File: src/rtl/fifo_word_unpacker.sv
// Drains a synchronous FIFO one word at a time and replays each word as a
// sequence of BYTE_W-wide beats on a valid/ready stream.
module fifo_word_unpacker #(
    parameter int DATA_W    = 32,
    parameter int BYTE_W    = 8,
    parameter bit MSB_FIRST = 1'b0
) (
    input  logic              clk,
    input  logic              rst,
    input  logic              fifo_empty,
    output logic              fifo_pop,
    input  logic [DATA_W-1:0] fifo_dout,
    output logic [BYTE_W-1:0] byte_out,
    output logic              byte_valid,
    input  logic              byte_ready,
    output logic              byte_last,
    output logic              busy
);

    localparam int NB    = DATA_W / BYTE_W;
    localparam int IDX_W = (NB > 1) ? $clog2(NB) : 1;
    localparam logic [IDX_W-1:0] LAST_IDX = IDX_W'(NB - 1);

    typedef enum logic [1:0] {
        IDLE  = 2'd0,
        FETCH = 2'd1,
        SEND  = 2'd2
    } state_t;

    state_t              state_reg, state_next;
    logic [IDX_W-1:0]    idx_reg, idx_next;
    logic [DATA_W-1:0]   word_reg, word_next;
    logic [BYTE_W-1:0]   lane [NB];
    logic [IDX_W-1:0]    lane_sel;

    genvar gi;
    generate
        for (gi = 0; gi < NB; gi++) begin : g_lane
            assign lane[gi] = word_reg[gi*BYTE_W +: BYTE_W];
        end
    endgenerate

    // Byte order is a pure index remap; the counter always runs upward.
    assign lane_sel = MSB_FIRST ? (LAST_IDX - idx_reg) : idx_reg;

    always_ff @(posedge clk) begin
        if (rst) begin
            state_reg <= IDLE;
            idx_reg   <= '0;
            word_reg  <= '0;
        end else begin
            state_reg <= state_next;
            idx_reg   <= idx_next;
            word_reg  <= word_next;
        end
    end

    always_comb begin
        state_next = state_reg;
        idx_next   = idx_reg;
        word_next  = word_reg;
        fifo_pop   = 1'b0;
        case (state_reg)
            IDLE: begin
                if (!fifo_empty) begin
                    fifo_pop   = 1'b1;
                    state_next = FETCH;
                end
            end
            FETCH: begin
                word_next  = fifo_dout;
                idx_next   = '0;
                state_next = SEND;
            end
            SEND: begin
                if (byte_ready) begin
                    if (idx_reg == LAST_IDX) begin
                        // Chain straight into the next fetch to keep one bubble per word.
                        if (!fifo_empty) begin
                            fifo_pop   = 1'b1;
                            state_next = FETCH;
                        end else begin
                            state_next = IDLE;
                        end
                    end else begin
                        idx_next = idx_reg + 1'b1;
                    end
                end
            end
            default: begin
                state_next = IDLE;
            end
        endcase
        if (rst) begin
            fifo_pop = 1'b0;
        end
    end

    assign byte_valid = (state_reg == SEND);
    assign byte_last  = byte_valid && (idx_reg == LAST_IDX);
    assign byte_out   = byte_valid ? lane[lane_sel] : '0;
    assign busy       = (state_reg != IDLE);

endmodule

File: config.mk
export PLATFORM = sky130hd
export DESIGN_NAME = fifo_word_unpacker
export DESIGN_NICKNAME = d
export VERILOG_FILES = /design/src/rtl/fifo_word_unpacker.sv
export SDC_FILE = /design/constraint.sdc
export NUM_CORES = 1
export LEC_CHECK = 0
export ABC_AREA = 1
export BUFFER_PORTS_ARGS = -buffer_cell sky130_fd_sc_hd__buf_4
export CAP_MARGIN = 15
export CORE_UTILIZATION = 45
export CTS_CLUSTER_DIAMETER = 100
export DETAILED_ROUTE_END_ITERATION = 7
export PLACE_DENSITY = 0.76
export SLEW_MARGIN = 20
export SYNTH_ARGS = -nofsm -noshare
export SYNTH_HDL_FRONTEND = slang
export SYNTH_SLANG_ARGS = --single-unit
File: constraint.sdc
create_clock -name clk -period 1.9 [get_ports clk]
set_input_delay 0.19 -clock clk [delete_from_list [all_inputs] [get_ports clk]]
set_output_delay 0.19 -clock clk [all_outputs]
set_load 0.005 [all_outputs]
==> flow_summary.toml <==
[drt]
routed_wl_um = 3620
vias = 1570
wl_per_cell_um = 11.3
drcViolationCount = 0
ant_nets = 0
drt_first_iter_violations = 107
drtPass1Iterations = 4
viasPerCell = 4.91

[global_routing]
grt_max_degree = 36
grt-ovfl-total = 0
grt_pass1_vias = 1323
grt_pass1_wl_um = 5940
grt_use_total_pct = 21.8
antenna_found_initial = 0

[placed_design]
dp.final_hpwl_um = 2430
dpl-instance-area_um2 = 1930
gp_congestion = 0.765
dpl.cell_count = 312
pre_cts_slack_ns = 0.405
port_buffers = 47

[yosys]
syn_avg_cell_area_um2 = 6.86
syn_inst = 229
syn_area_um2 = 1570
syn_nets = 266
synth_cell_types = 18
seq_area_frac_synth_pct = 45.9
ys_ff_latch = 36
yosysWarningCount = 0

[run]
cap_violations = 0

[clock_tree]
clk_latency_ns = 0.33
numCtsBuffers = 5
clock_sinks = 36
path_clk_slew_ns = 0.10
htreeDepth = 2
cts.path.max_buffers = 2
hold_buffers = 0
cts_tree = "done"
root_buffer = "clkbuf_4"

[pwr]
power_leakage_nw = 0.915
switchingPower_w = 0.000403
clockPowerShare_pct = 28.2
powerDensity_nw_per_um2 = 752
p_seq_share_pct = 56.4
swShare_pct = 26.8
peakVddDrop_mv = 0.429
pwr-share-comb_pct = 15.4
internal_power_w = 0.00110

[worst_setup_path]
cp.arrival_ns = 1.56
crit_type = "reg2out"
cp-start-kind = "flip-flop"
worstSetupEndpointType = "output port"
reg2regPathDepth = 5
crit_path_max_fanout = 18
cp.required_ns = 1.71

[timing]
max-slew-margin-rel_pct = 62.3
fin_crit_sh_pct = 91.9
tightestPinTransition_ns = 0.564
timing.final.crit_period_ns = 1.75
finalHoldViolations = 0
drv_slew = 0
setup_violations = 0
rsz0062_at_grt = "no"
tns_ns = 0
fmax_ghz = 0.573
clock_skew_ns = 0.00731
setup_slack_ns = 0.154

[finish]
fin_util_pct = 59.8
nets = 310
fillers = 355
n_antenna_cell = 0
fin_cells = 320
layout-drive-gt1-share_pct = 23.7
fin_area_um2 = 1990
largest_register_ff_count = 32
area_growth_pct = 27.0

[die]
chipWidth_um = 61.1
initial_utilization_pct = 47.1
core_um2 = 3340
fp-row-count = 21
dieArea_um2 = 3730
die_h_um = 61.1
ioPinCount = 48

[outcome]
outcome = "finished, final reports clean"

[hold_path]
hp-class = "in2reg"
whs_path_depth = 2
## worst max-delay path, cell delays in order, from the launching register on
cell     delay (ns)
dfxtp_2        0.38
inv_1          0.34
o21ai_0        0.16
a21oi_1        0.20
buf_4          0.14
## area by class of cell
cell class                      instances  area (µm²)  share of cell area, %
Inverter                                9        33.8                   1.69
Multi-Input combinational cell        171         743                   37.3
Clock inverter                          2        10.0                  0.502
Sequential cell                        36         723                   36.3
Tap cell                               46        57.6                   2.89
Clock buffer                            6        51.3                   2.57
Timing Repair Buffer                   50         375                   18.8
## power groups by stage
stage	clock [W]	combinational [W]	sequential, W
after global placement	0	0.000229	0.000860
after CTS	0.000433	0.000232	0.000844
final	0.000423	0.000231	0.000845
after detailed placement	0	0.000231	0.000860
after floorplan	0	0.000143	0.000849
after global routing	0.000468	0.000269	0.000852
## logic make-up (layout without fill, tap and decap cells)
group | Yosys count | count (layout) | share of synthesized area, %
AOI/OAI and AO/OA | 60 | 60 | 19.1
adders and majority gates | 1 | 1 | 0.797
buffers and inverters | 22 | 67 | 6.77
DFF | 36 | 36 | 45.9
and+or+nand+nor | 110 | 110 | 27.4
## final timing paths
path	slack [ns]	from	endpoint
worst max-delay path	0.15	idx_reg[0]	byte_out[1]
worst min-delay path	0.01	fifo_empty	state_reg[0]
worst max register to register	0.63	state_reg[0]	idx_reg[1]
worst min register to register	0.51	word_reg[28]	word_reg[28]
## metrics by stage
stage / power, W / hold WS, ns
2_1_floorplan: 0.000992 / 0.259
3_3_place_gp: 0.00109 / 0.368
3_5_place_dp: 0.00109 / 0.372
4_1_cts: 0.00151 / 0.00261
5_1_grt: 0.00159 / 0.00688
6_report: 0.00150 / 0.0122
## cells in the mapped netlist
library cell	count	area share, %
a21oi_1	12	3.8
buf_1	1	0.24
buf_2	7	2.2
buf_4	2	0.96
buf_6	1	0.72
clkbuf_1	2	0.48
dfxtp_1	36	46
ha_1	1	0.80
inv_1	6	1.4
inv_2	3	0.72
nand2_1	5	1.2
nand3_1	2	0.64
nor2_1	99	24
nor2_2	1	0.40
nor2_4	1	0.72
nor4_1	2	0.80
o21ai_0	43	14
o21ai_1	5	1.6
## placed cells by master, fill, tap and decap left out, drive strengths merged
cell type,n
a21oi,12
buf,50
clkbuf,6
clkinv,2
dfxtp,36
ha,1
inv,9
nand2,5
nand3,2
nor2,101
nor4,2
o21ai,48
## metal layers
layer | vias up | global-route usage, % | routed length [µm]
li1 | 826 | - | -
met1 | 688 | 28.5 | 1720
met5 | - | 0 | 0
met4 | 0 | 8.77 | 37
met3 | 5 | 4.41 | 200
met2 | 51 | 35.2 | 1660
## repair_timing
item,CTS,global route
buffers inserted,0,0
gates resized for setup,0,2
endpoints found under the setup margin,0,9
Power figures use the tool's default switching activity.
